<file path="src/rtl/regfile_access_ctrl_pkg.sv">
// Shared widths and fetch FSM encoding for the register-file access controller.
package regfile_access_ctrl_pkg;
  localparam int REG_ADDR_W = 5;
  localparam int DATA_W     = 32;
  localparam int NUM_REGS   = 32;

  typedef enum logic [1:0] {
    IDLE = 2'd0,
    READ = 2'd1,
    RESP = 2'd2
  } fetch_state_t;

  // r0 is hardwired to zero; a pending writeback overrides the stale regfile value.
  function automatic logic [DATA_W-1:0] pick_operand(
    input logic [REG_ADDR_W-1:0] addr,
    input logic                  hit,
    input logic [DATA_W-1:0]     fifo_data,
    input logic [DATA_W-1:0]     rf_data
  );
    if (addr == '0) return '0;
    if (hit)        return fifo_data;
    return rf_data;
  endfunction
endpackage

</file>
<file path="src/rtl/regfile_wb_fifo.sv">
// Writeback FIFO with two combinational search ports returning the youngest matching entry.
module regfile_wb_fifo
  import regfile_access_ctrl_pkg::*;
#(
  parameter int DEPTH = 4
) (
  input  logic                             clock,
  input  logic                             ctrl_reset,
  input  logic                             push,
  input  logic [REG_ADDR_W-1:0]            push_reg,
  input  logic [DATA_W-1:0]                push_data,
  input  logic                             pop,
  output logic                             empty,
  output logic                             full,
  output logic [REG_ADDR_W-1:0]            head_reg,
  output logic [DATA_W-1:0]                head_data,
  input  logic [1:0][REG_ADDR_W-1:0]       search_addr,
  output logic [1:0]                       search_hit,
  output logic [1:0][DATA_W-1:0]           search_data
);
  localparam int PTR_W = $clog2(DEPTH);

  logic [REG_ADDR_W-1:0] reg_mem  [DEPTH];
  logic [DATA_W-1:0]     data_mem [DEPTH];
  logic [PTR_W-1:0]      rd_ptr_reg;
  logic [PTR_W-1:0]      wr_ptr_reg;
  logic [PTR_W:0]        count_reg;

  assign empty     = (count_reg == '0);
  assign full      = (count_reg == (PTR_W+1)'(DEPTH));
  assign head_reg  = empty ? '0 : reg_mem[rd_ptr_reg];
  assign head_data = empty ? '0 : data_mem[rd_ptr_reg];

  always_ff @(posedge clock) begin
    if (ctrl_reset) begin
      rd_ptr_reg <= '0;
      wr_ptr_reg <= '0;
      count_reg  <= '0;
    end else begin
      if (push) wr_ptr_reg <= wr_ptr_reg + 1'b1;
      if (pop)  rd_ptr_reg <= rd_ptr_reg + 1'b1;
      case ({push, pop})
        2'b10:   count_reg <= count_reg + 1'b1;
        2'b01:   count_reg <= count_reg - 1'b1;
        default: count_reg <= count_reg;
      endcase
    end
  end

  // Storage needs no reset: entries are only visible while counted.
  always_ff @(posedge clock) begin
    if (push) begin
      reg_mem[wr_ptr_reg]  <= push_reg;
      data_mem[wr_ptr_reg] <= push_data;
    end
  end

  // Scan oldest to youngest so the last match (youngest) wins.
  for (genvar gi = 0; gi < 2; gi++) begin : g_search
    logic              hit_g;
    logic [DATA_W-1:0] data_g;
    always_comb begin
      hit_g  = 1'b0;
      data_g = '0;
      for (int i = 0; i < DEPTH; i++) begin
        if (((PTR_W+1)'(i) < count_reg) &&
            (reg_mem[rd_ptr_reg + PTR_W'(i)] == search_addr[gi])) begin
          hit_g  = 1'b1;
          data_g = data_mem[rd_ptr_reg + PTR_W'(i)];
        end
      end
    end
    assign search_hit[gi]  = hit_g;
    assign search_data[gi] = data_g;
  end
endmodule

</file>
<file path="src/rtl/regfile_access_ctrl.sv">
// Operand fetch FSM and writeback queue driving a 2R/1W register file, with write bypass.
module regfile_access_ctrl
  import regfile_access_ctrl_pkg::*;
#(
  parameter int WB_DEPTH = 4
) (
  input  logic                  clock,
  input  logic                  ctrl_reset,
  input  logic                  issue_valid,
  output logic                  issue_ready,
  input  logic [REG_ADDR_W-1:0] issue_rs,
  input  logic [REG_ADDR_W-1:0] issue_rt,
  output logic                  opnd_valid,
  input  logic                  opnd_ready,
  output logic [DATA_W-1:0]     opnd_a,
  output logic [DATA_W-1:0]     opnd_b,
  input  logic                  wb_valid,
  output logic                  wb_ready,
  input  logic [REG_ADDR_W-1:0] wb_reg,
  input  logic [DATA_W-1:0]     wb_data,
  input  logic                  wb_drain_en,
  output logic [REG_ADDR_W-1:0] ctrl_readRegA,
  output logic [REG_ADDR_W-1:0] ctrl_readRegB,
  input  logic [DATA_W-1:0]     data_readRegA,
  input  logic [DATA_W-1:0]     data_readRegB,
  output logic                  ctrl_writeEnable,
  output logic [REG_ADDR_W-1:0] ctrl_writeReg,
  output logic [DATA_W-1:0]     data_writeReg
);
  fetch_state_t state_reg, state_next;

  logic                        issue_fire;
  logic                        fifo_empty;
  logic                        fifo_full;
  logic                        wb_push;
  logic                        wb_pop;
  logic [1:0][REG_ADDR_W-1:0]  search_addr;
  logic [1:0]                  search_hit;
  logic [1:0][DATA_W-1:0]      search_data;

  assign wb_pop           = !fifo_empty && wb_drain_en;
  assign ctrl_writeEnable = wb_pop;
  assign wb_ready         = !fifo_full || wb_pop;
  // r0 writebacks complete the handshake but never enter the queue.
  assign wb_push          = wb_valid && wb_ready && (wb_reg != '0);
  assign search_addr      = {ctrl_readRegB, ctrl_readRegA};

  regfile_wb_fifo #(.DEPTH(WB_DEPTH)) u_wb_fifo (
    .clock       (clock),
    .ctrl_reset  (ctrl_reset),
    .push        (wb_push),
    .push_reg    (wb_reg),
    .push_data   (wb_data),
    .pop         (wb_pop),
    .empty       (fifo_empty),
    .full        (fifo_full),
    .head_reg    (ctrl_writeReg),
    .head_data   (data_writeReg),
    .search_addr (search_addr),
    .search_hit  (search_hit),
    .search_data (search_data)
  );

  always_comb begin
    state_next  = state_reg;
    issue_ready = 1'b0;
    opnd_valid  = 1'b0;
    case (state_reg)
      IDLE: begin
        issue_ready = 1'b1;
        if (issue_valid) state_next = READ;
      end
      READ: state_next = RESP;
      RESP: begin
        opnd_valid  = 1'b1;
        issue_ready = opnd_ready;
        if (opnd_ready) state_next = issue_valid ? READ : IDLE;
      end
      default: state_next = IDLE;
    endcase
  end

  assign issue_fire = issue_valid && issue_ready;

  always_ff @(posedge clock) begin
    if (ctrl_reset) begin
      state_reg     <= IDLE;
      ctrl_readRegA <= '0;
      ctrl_readRegB <= '0;
      opnd_a        <= '0;
      opnd_b        <= '0;
    end else begin
      state_reg <= state_next;
      if (issue_fire) begin
        ctrl_readRegA <= issue_rs;
        ctrl_readRegB <= issue_rt;
      end
      // The queue still holds a head committing at this edge, so it is bypassed too.
      if (state_reg == READ) begin
        opnd_a <= pick_operand(ctrl_readRegA, search_hit[0], search_data[0], data_readRegA);
        opnd_b <= pick_operand(ctrl_readRegB, search_hit[1], search_data[1], data_readRegB);
      end
    end
  end
endmodule

</file>
<file path="config.mk">
export PLATFORM = sky130hd
export DESIGN_NAME = regfile_access_ctrl
export DESIGN_NICKNAME = d
export VERILOG_FILES = /design/src/rtl/regfile_access_ctrl_pkg.sv /design/src/rtl/regfile_wb_fifo.sv /design/src/rtl/regfile_access_ctrl.sv
export SDC_FILE = /design/constraint.sdc
export NUM_CORES = 1
export LEC_CHECK = 0
export CAP_MARGIN = 25
export CORE_UTILIZATION = 55
export DETAILED_ROUTE_END_ITERATION = 10
export GPL_TIMING_DRIVEN = 0
export PLACE_DENSITY = 0.81
export SYNTH_ARGS = -nofsm -noshare
export SYNTH_HDL_FRONTEND = slang
export SYNTH_HIERARCHICAL = 1
export SYNTH_SLANG_ARGS = --single-unit
</file>
<file path="constraint.sdc">
create_clock -name clock -period 3.3 [get_ports clock]
set_input_delay 0.66 -clock clock [delete_from_list [all_inputs] [get_ports clock]]
set_output_delay 0.66 -clock clock [all_outputs]
set_load 0.02 [all_outputs]
</file>
Yosys cells after proc, flatten, opt, wreduce, memory -nomap -nowiden --
Memory sizes are Yosys's and may differ from the RTL's. A register that Yosys moved wholly into a read port is not among the register bits. Cells that the tools add are included.
Cells by class: add/sub/neg operators 6, eq/ne operators 15, reduce and logical (&&, ||, !) cells 22, order comparisons 4, mux-type cells 53
Operators with widths (number):
- $mux 32 | 17
- $eq 5x5->1 | 8
- $mux 1 | 26
- $logic_and 1x1->1 | 12
- $mux 2 | 6
- $logic_not 5->1 | 2
- $lt 1x3->1 const A | 2
- $lt 2x3->1 const A | 2
- $pmux 2 s3 | 1
- $pmux 3 s2 | 1
- $mux 5 | 1
- $reduce_bool 5->1 | 1
- $add 2x1->2 const B | 2
- $add 2x2->2 const B | 2
- $eq 2x1->1 const B | 2
- $eq 2x2->1 const B | 2
- $ne 2x2->1 const B | 2
- $add 3x1->3 const B | 1
- $eq 3x3->1 const B | 1
- $logic_not 3->1 | 1
- $sub 3x1->3 const B | 1
- $logic_not 1->1 | 2
- $logic_not 2->1 | 1
- $pmux 1 s2 | 1
- 3 further kinds | 3
Storage, ports and cells: RAM bits 148, memories 2, word-level logic and storage cells 110, register bits after elaboration 83
Memory list:
- u_wb_fifo.data_mem | words 4, width 32, read ports 4, clocked after memory_dff 1, write ports 1, RTL line regfile_wb_fifo.sv:24 | logic [DATA_W-1:0] data_mem [DEPTH];
- u_wb_fifo.reg_mem | words 4, width 5, read ports 4, clocked after memory_dff 1, write ports 1, RTL line regfile_wb_fifo.sv:23 | logic [REG_ADDR_W-1:0] reg_mem [DEPTH];

Logic depth before layout (Yosys ltp) --
Gate-level depths: netlist of run 1. An unclocked memory read counts as a cell.
word-level depth 13, mapped depth 13, mapped depth without buffers 11

Cells and area by module --
The synthesis of run 1 kept the hierarchy.
Modules (own cells, without submodules):
- regfile_wb_fifo | area each 11559.8 um^2, instances 1, seq. area each 4624.4 um^2, cells each 1000
- regfile_access_ctrl | area each 3409.5 um^2, instances 1, seq. area each 1521.5 um^2, cells each 276

Least setup slack after synthesis of run 1 --
No wires, ideal clock.
path kind register to register, start reg u_wb_fifo.count_reg[0], end mem u_wb_fifo.data_mem[0][0], enable pin, period minus slack after synthesis 3.471 ns, setup slack -0.171 ns, library setup time 0.398 ns, arrival 3.073 ns, data required time 2.902 ns, buffers on the path 1, stages on the path, launching flop included 9, path through dfxtp_1 > inv_1 > ha_1 > nor2b_1 > clkbuf_1 > nor2b_1 > nand2b_1 > o311a_1 > and2_1
Between the ends: word-level cells in the longest chain between the ends 8, elaborated cells between the ends (all ways) 10, those cells by class eq/ne: 1; mux: 2; reduce/logical: 7
Ends and longest elaborated chain:
- start, declared | RTL line regfile_wb_fifo.sv:27 | logic [PTR_W:0] count_reg;
- start signal, assigned | RTL line regfile_wb_fifo.sv:43 | 2'b10: count_reg <= count_reg + 1'b1;
- start signal, assigned | RTL line regfile_wb_fifo.sv:44 | 2'b01: count_reg <= count_reg - 1'b1;
- start signal, assigned | RTL line regfile_wb_fifo.sv:45 | default: count_reg <= count_reg;
- $logic_not 3->1 | RTL line regfile_wb_fifo.sv:29 | assign empty = (count_reg == '0);
- named net fifo_empty | RTL line regfile_access_ctrl.sv:33 | logic fifo_empty;
- $logic_not 1->1 | RTL line regfile_access_ctrl.sv:41 | assign wb_pop = !fifo_empty && wb_drain_en;
- $logic_and 1x1->1 | RTL line regfile_access_ctrl.sv:41
- named net ctrl_writeEnable | RTL line regfile_access_ctrl.sv:26 | output logic ctrl_writeEnable,
- $logic_or 1x1->1 | RTL line regfile_access_ctrl.sv:43 | assign wb_ready = !fifo_full || wb_pop;
- named net wb_ready | RTL line regfile_access_ctrl.sv:18 | output logic wb_ready,
- $logic_and 1x1->1 (2 in series) | RTL line regfile_access_ctrl.sv:45 | assign wb_push = wb_valid && wb_ready && (wb_reg != '0);
- named net wb_push | RTL line regfile_access_ctrl.sv:35 | logic wb_push;
- $mux 1 | RTL line regfile_wb_fifo.sv:52 | if (push) begin
- $mux 1 (implied by the code) | RTL line regfile_wb_fifo.sv:54 | data_mem[wr_ptr_reg] <= push_data;
- end, declared | RTL line regfile_wb_fifo.sv:24
The timed path passes the listed nets, and every way through them passes these cells.

==> results of run 1 <==
[repair_timing]
item,in CTS,in global routing
gates resized for setup,103,121
hold endpoints to repair,0,0
buffers inserted,7,5
pin swaps,9,31
setup endpoints to repair,253,204
[how the worst max path moves through the flow]
stage                                                     from                                  to  depth (start not counted)
final                     u_wb_fifo/rd_ptr_reg[1]$_SDFFE_PP0P_             opnd_b[20]$_SDFFE_PP0N_                         10
after global placement    u_wb_fifo/rd_ptr_reg[0]$_SDFFE_PP0P_             opnd_a[19]$_SDFFE_PP0N_                         12
after detailed placement  u_wb_fifo/rd_ptr_reg[1]$_SDFFE_PP0P_              opnd_a[1]$_SDFFE_PP0N_                         12
after CTS                 u_wb_fifo/rd_ptr_reg[1]$_SDFFE_PP0P_              opnd_a[7]$_SDFFE_PP0N_                         11
after floorplan            u_wb_fifo/count_reg[0]$_SDFFE_PP0P_  u_wb_fifo/data_mem[0][0]$_DFFE_PP_                          8
after global routing      u_wb_fifo/rd_ptr_reg[0]$_SDFFE_PP0P_             opnd_a[24]$_SDFFE_PP0N_                         13
[kinds of logic after synthesis]
family                     count (synthesis)
AOI/OAI and AO/OA                        331
and+or+nand+nor                          261
DFF                                      233
muxes                                    224
buffers and inverters                    173
xor gates and xnor gates                  45
adders and majority gates                  9
[worst max-delay path: cells and delay by family, from the launching register on]
| family | cells | cell delay, ns |
|---|---|---|
| DFF | 1 | 0.37 |
| AOI/OAI and AO/OA | 4 | 1.10 |
| buffers and inverters | 5 | 1.55 |
| muxes | 1 | 0.18 |
[power by group through the flow]
stage                     combinational [mW]  clock (mW)  sequential (mW)
after floorplan                         3.71           0             3.56
after global placement                  5.88           0             3.54
after detailed placement                5.93           0             3.56
after CTS                               6.03        2.64             3.52
after global routing                    6.63        2.75             3.55
final                                   6.43        2.63             3.53
[layout make-up]
class / instances / area [um^2]
Antenna cell: 1 / 2.50
Buffer: 127 / 857
Clock buffer: 27 / 622
Clock inverter: 16 / 133
Fill cell: 1879 / 7650
Inverter: 42 / 158
Multi-Input combinational cell: 870 / 8360
Sequential cell: 233 / 6150
Tap cell: 341 / 427
Timing Repair Buffer: 245 / 2440
[cells in the final DEF (no fill, tap or decap), types with 8 or more instances in the layout]
cell             instances
dfxtp_1                 82
mux4_2                  70
dlymetal6s2s_1           8
mux2_2                  32
a2111oi_2               19
edfxtp_1               148
o21ai_0                 40
clkdlybuf4s50_1        200
inv_1                   42
o2bb2ai_2               43
xnor2_1                 37
a221oi_1                13
a211oi_2                17
clkbuf_4                 9
a2111oi_0               10
clkbuf_2                20
a2111oi_1               27
buf_2                   26
nand2_1                 17
mux4_4                   8
clkbuf_1                31
nor2_1                 157
mux2i_1                106
ha_1                     9
buf_4                   27
buf_6                   16
nor3_1                  12
a21oi_1                 61
clkbuf_16               24
a211oi_1                15
a221oi_2                13
o2bb2ai_1               53
nand2b_1                22
dlygate4sd2_1           23
[cell usage after synthesis, types with 5 or more instances]
cell and n:
a2111oi_0 34, a221oi_1 16, nor2b_1 7, buf_2 34
nor3_1 12, buf_4 11, a211oi_1 32, nand2_1 20
nand4_1 5, a2111oi_1 21, xnor2_1 39, a221oi_2 10
mux4_4 8, buf_6 12, and2_1 7, edfxtp_1 148
nand2b_1 22, ha_1 9, inv_1 42, mux2_2 32
mux4_2 70, mux2i_1 108, o21ai_0 45, a21oi_1 61
nor2_1 163, mux4_1 6, o2bb2ai_2 30, o2bb2ai_1 66
a31oi_1 7, clkbuf_1 60, dfxtp_1 85
[per-layer routing]
metal	share of wire, %	routed length (um)	up-vias	GRT usage, %
met5	0.023	13	-	0
met1	39	21900	6413	57.0
met4	2.4	1350	2	6.72
met3	15	8190	99	9.39
met2	43	24100	1067	59.3
li1	-	-	5511	-
[metrics by stage]
step	utilization [%]	instances	hold slack, ns	total power [mW]	cell area [um^2]
after floorplan	-	1276	0.494	7.27	15000
after CTS	69.9	1894	0.464	12.2	18700
after global routing	71.5	1901	0.479	12.9	19100
after global placement	66.1	1848	0.444	9.42	17700
after detailed placement	66.1	1848	0.445	9.49	17700
final	71.5	1902	0.465	12.6	19200
==> flow_summary.json, run 1 <==
{
  "status": "finished, violations left",
  "violations": "setup timing",
  "p_sw_share_pct": 42.2,
  "maxCapViolCount": 0,
  "fin_setup_tns_ns": -0.0518,
  "clock_path_buffers": 3,
  "finalMaxSlewViolations": 0,
  "largest-register": "u_wb_fifo/data_mem",
  "finalWeightedCongestion": 1.04,
  "postSynthCellCount": 1276,
  "reg2regPathDepth": 10,
  "synth_top_area_cell": "edfxtp_1",
  "synth.avg_cell_area_um2": 11.7,
  "drtIter0Drc": 2052,
  "wl_um": 55600,
  "finalCritPeriodShare_pct": 101,
  "synthesis.area_mm2": 0.0150,
  "drive_gt1_share_pct": 25.2,
  "core_mm2": 0.0268,
  "tritoncts": "yes",
  "switchingPower_mw": 5.32,
  "layout_setup_ws_ns": -0.0321,
  "fmax_ghz": 0.300,
  "final_nets": 1669,
  "place_ws_ns": -0.769,
  "grt_max_degree": 38,
  "grt_pass1_vias": 12200,
  "postRouteAntennaNets": 0,
  "reg.largest.list": "u_wb_fifo/data_mem: 128 flops, opnd_a: 32 flops, opnd_b: 32 flops",
  "p_seq_share_pct": 28.0,
  "grt_usage_pct": 38.9,
  "path_max_fanout": 10,
  "power_density_mw_per_mm2": 658,
  "synthArstFlopShare_pct": 0,
  "synth-xor-area-share_pct": 2.83,
  "largest_reg_flops": 128,
  "synth_top_family_by_area": "multiplexers",
  "htree_levels": 1,
  "slowest_stage": "dlygate4sd3_1",
  "synth_cell_types": 59,
  "die_area_mm2": 0.0279,
  "ir_drop_mv": 0.691,
  "synth_edf_count": 148,
  "period_minus_slack_ns": 3.33,
  "grt_pass1_wl_um": 80500,
  "synth_fa_ha_area_share_pct": 0.752,
  "leakage_nw": 6.44,
  "required_ns": 3.72,
  "first_pass_iters": 6,
  "insertion_delay_ns": 0.55,
  "wl_per_cell_um": 29.2,
  "synth_top_area_share_pct": 29.7,
  "cp_data_arrival_time_ns": 3.75,
  "rsz0062_at_grt": "true",
  "combPwrFrac_pct": 51.1,
  "p_int_mw": 7.28,
  "numCtsBuffers": 24,
  "drcViolationCount": 0,
  "drt-vias-per-instance": 6.88,
  "synth_mux_area_share_pct": 22.6,
  "start_util_pct": 55.9,
  "area_growth_pct": 27.9,
  "slew-limit-headroom_pct": 36.1,
  "min_path_cells": 1,
  "ys.warnings.count": 6,
  "hold_buffers": 0,
  "path_cells": "buf_4 > buf_8 > inv_1 > buf_2 > dlygate4sd3_1 > a21oi_1 > a2111oi_1 > a211oi_1 > mux2i_1 > o2bb2ai_1",
  "num_io_pins": 232,
  "die_w_um": 167,
  "die_y_um": 167,
  "slowest_delay_ns": 0.90,
  "synth_flop_cell": "edfxtp_1",
  "min_to": "opnd_b[10]$_SDFFE_PP0N_",
  "power.share.clock_pct": 20.9,
  "reg2reg_from": "u_wb_fifo/rd_ptr_reg[1]$_SDFFE_PP0P_",
  "crit_path_start_kind": "register",
  "hp-start": "opnd_b[10]$_SDFFE_PP0N_",
  "synth-seq-area-share_pct": 41.1,
  "synth-seq-cells": 233,
  "via_count": 13100,
  "final-hold-violation-count": 0,
  "rows": 60,
  "reg2reg_to": "opnd_b[20]$_SDFFE_PP0N_",
  "cp-end-kind": "register",
  "overflow": 0,
  "clock-sinks": 233,
  "clkSlewWorstSetupHoldPaths_ns": 0.06,
  "ctsRootBufferMaster": "clkbuf_16",
  "synth_area_leaders": "edfxtp_1 (30%), dfxtp_1 (11%), mux4_2 (11%), mux2i_1 (7.2%), nor2_1 (4.1%)",
  "hold_class": "reg2reg",
  "worst_pin_slew_ns": 0.958,
  "syn-num-nets": 1402,
  "antenna_found_initial": 2,
  "hpwl_um": 41000,
  "synth_compound_area_share_pct": 18.4,
  "worstSetupPathType": "reg2reg",
  "r2r_slack_ns": -0.03,
  "fin_skew_ns": 0.0287,
  "setup_viol": 3,
  "portBuffers": 231,
  "synthSimpleGateAreaFrac_pct": 8.17
}
No activity file was read; power rests on OpenSTA's default activity.
==> inputs of run 2 (changes only) <==
Settings changed: CORE_ASPECT_RATIO from default to 1.1, CORE_MARGIN from default to 5, PLACE_DENSITY 0.81 to 0.82, SYNTH_HIERARCHICAL 1 to default.
==> run 2 against run 1 <==
  * The run now ends clean
  * Area after synthesis fell by 3.5%
  * Utilization fell by 0.97 points
  * Total power fell by 4.5%
  * Count of clock-buffer cells in the layout rose by 9
  * Maximum frequency rose by 2.7%
  * Synthesized cell count fell by 6.3%
  * Critical path depth did not move
  * Flip-flop and latch count did not move
  * Critical path type unchanged
  * Critical endpoint is now opnd_a[18]$_SDFFE_PP0N_
  * Largest cell class unchanged
==> flow_summary.json, run 2 <==
{
  "area_growth_pct": 26.8,
  "die_y_um": 180,
  "first_pass_iters": 5,
  "synth_cell_types": 60,
  "synth.avg_cell_area_um2": 12.1,
  "grt_pass1_wl_um": 76600,
  "via_count": 12600,
  "core_mm2": 0.0260,
  "wl_per_cell_um": 28.5,
  "grt_usage_pct": 34.4,
  "synth_area_leaders": "edfxtp_1 (31%), mux4_2 (21%), dfxtp_1 (12%), nand2_1 (2.9%), xnor2_1 (2.3%)",
  "slowest_stage": "mux4_2",
  "fill_cells": 1866,
  "clkSlewWorstSetupHoldPaths_ns": 0.06,
  "postRouteAntennaNets": 0,
  "ys.warnings.count": 0,
  "crit_path_start_kind": "register",
  "insertion_delay_ns": 0.54,
  "seq_area_mm2": 0.00615,
  "slew-limit-headroom_pct": 52.1,
  "synth_top_area_share_pct": 30.8,
  "drcViolationCount": 0,
  "finalWeightedCongestion": 0.994,
  "reg2regPathDepth": 10,
  "final_common_cell": "clkdlybuf4s50_1",
  "synth-seq-area-share_pct": 42.5,
  "clock_path_buffers": 3,
  "status": "finished clean",
  "setup_viol": 0,
  "placed_cell_area_mm2": 0.0173,
  "place_inst": 1783,
  "worst_pin_slew_ns": 0.718,
  "synth_flop_cell": "edfxtp_1",
  "mostFrequentLayoutCells": "clkdlybuf4s50_1 (198), edfxtp_1 (148), mux4_2 (134)",
  "portBuffers": 231,
  "stdcell_count": 1834,
  "antenna_found_initial": 0,
  "fmax_ghz": 0.308,
  "drive_gt1_share_pct": 20.1,
  "postSynthCellCount": 1196,
  "htree_levels": 1,
  "required_ns": 3.73,
  "ctsRootBufferMaster": "clkbuf_16",
  "reg.largest.list": "u_wb_fifo.data_mem: 128 flops, opnd_a: 32 flops, opnd_b: 32 flops",
  "synth_top_area_cell": "edfxtp_1",
  "final-hold-violation-count": 0,
  "die_area_mm2": 0.0296,
  "finalCritPeriodShare_pct": 98.3,
  "n_antenna_cell": 0,
  "ir_drop_mv": 0.631,
  "grt_max_degree": 35,
  "hold_buffers": 0,
  "worstSetupPathType": "reg2reg",
  "fin_setup_tns_ns": 0,
  "numCtsBuffers": 24,
  "die_w_um": 165,
  "finalMaxSlewViolations": 0,
  "leakage_nw": 6.42,
  "fin_skew_ns": 0.00894,
  "synthMostInstantiatedCell": "edfxtp_1",
  "synth-seq-cells": 233,
  "overflow": 0,
  "hold_class": "reg2reg",
  "synthesis.area_mm2": 0.0144,
  "grt_pass1_vias": 11600,
  "rsz0062_at_grt": "false",
  "synth_edf_count": 148,
  "largest-register": "u_wb_fifo.data_mem",
  "clock-sinks": 233,
  "cp_data_arrival_time_ns": 3.67,
  "tritoncts": "yes",
  "postLayoutCellArea_mm2": 0.0183,
  "rows": 62,
  "wl_um": 52300,
  "power_density_mw_per_mm2": 657,
  "synthArstFlopShare_pct": 0,
  "drtIter0Drc": 2031,
  "maxCapViolCount": 0,
  "path_max_fanout": 10,
  "netlist_top_cells_count": "edfxtp_1 (148), mux4_2 (134), nand2_1 (113), dfxtp_1 (85), clkbuf_1 (68)",
  "largest_reg_flops": 128,
  "multi_input_area_mm2": 0.00772,
  "drt-vias-per-instance": 6.89,
  "syn-num-nets": 1322,
  "start_util_pct": 55.6,
  "path_cells": "buf_4 > mux4_2 > xnor2_1 > and4_1 > clkbuf_1 > nand2_2 > clkbuf_2 > a211oi_1 > o21bai_1 > a22o_1",
  "final_nets": 1590,
  "min_path_cells": 2,
  "hpwl_um": 40300,
  "slowest_delay_ns": 0.58,
  "period_minus_slack_ns": 3.25,
  "cp-end-kind": "register",
  "num_io_pins": 232
}
[run 2: changes by cell type after synthesis, moves of 29 or more]
cell,previous run,this run
nor2_1,163,25
mux2i_1,108,14
nand2_1,20,113
o2bb2ai_1,66,0
mux4_2,70,134
and2_1,7,44
a2111oi_0,34,0
o2bb2ai_2,30,0
a22oi_1,0,29
[run 2: cells by family after synthesis]
kind of cell,after synthesis,share of synthesized area [%]
simple gates,306,11.1
buf+inv,148,4.43
mux,163,23.8
compound gates,292,14.6
flops,233,42.5
fa+ha+maj,9,0.780
xor+xnor,45,2.73
[run 2: area by class of cell]
type	instances	area share [%]
Timing Repair Buffer	244	13.6
Inverter	31	0.635
Clock buffer	36	4.04
Multi-Input combinational cell	815	42.2
Clock inverter	8	0.198
Buffer	115	3.37
Sequential cell	233	33.6
Tap cell	352	2.40
[run 2: metrics by stage]
| stage | util (%) | worst slack [ns] | power [mW] | hold WS [ns] |
|---|---|---|---|---|
| floorplan | - | 0.576 | 6.98 | 0.514 |
| detailed placement | 66.6 | -0.258 | 9.21 | 0.433 |
| CTS | 70.0 | 0.00107 | 11.9 | 0.449 |
| global route | 70.5 | 0.00979 | 12.4 | 0.476 |
| global placement | 66.2 | -0.576 | 9.10 | 0.434 |
| finish | 70.5 | 0.0549 | 12.0 | 0.450 |
[run 2: worst max-delay path: cells and delay by family (launching register included)]
family                    cells  cell delay, ns
AOI/OAI and AO/OA             3            0.79
muxes                         1            0.58
buffers and inverters         3            0.76
xor gates and xnor gates      1            0.24
DFF                           1            0.32
and+or+nand+nor               2            0.44
[run 2: timing repair]
action | CTS | global route
pin swaps | 1 | 1
endpoints found under the setup margin | 85 | 79
gates resized for setup | 67 | 47
buffers inserted | 4 | 5
gates cloned | 0 | 0
[run 2: worst paths after layout]
kind	end	from	slack, ns
worst max-delay path	opnd_a[18]$_SDFFE_PP0N_	u_wb_fifo.rd_ptr_reg[1]$_SDFFE_PP0P_	0.05
worst min-delay path	opnd_b[4]$_SDFFE_PP0N_	opnd_b[4]$_SDFFE_PP0N_	0.45
worst max register to register	opnd_a[18]$_SDFFE_PP0N_	u_wb_fifo.rd_ptr_reg[1]$_SDFFE_PP0P_	0.05
worst min register to register	opnd_b[4]$_SDFFE_PP0N_	opnd_b[4]$_SDFFE_PP0N_	0.45
[run 2: power by group]
group,switching (mW),internal [mW],leakage [nW],total (mW)
combinational,3.45,2.43,3.99,5.87
sequential,0.166,3.32,2.05,3.48
clock,1.14,1.54,0.384,2.68
[run 2: metal layers]
| layer | global-route usage, % | vias up | routed length [um] |
|---|---|---|---|
| met5 | 0 | - | 0 |
| met1 | 52.4 | 6236 | 20900 |
| li1 | - | 5277 | - |
| met4 | 8.05 | 0 | 1280 |
| met3 | 10.1 | 99 | 7610 |
| met2 | 49.2 | 1024 | 22500 |
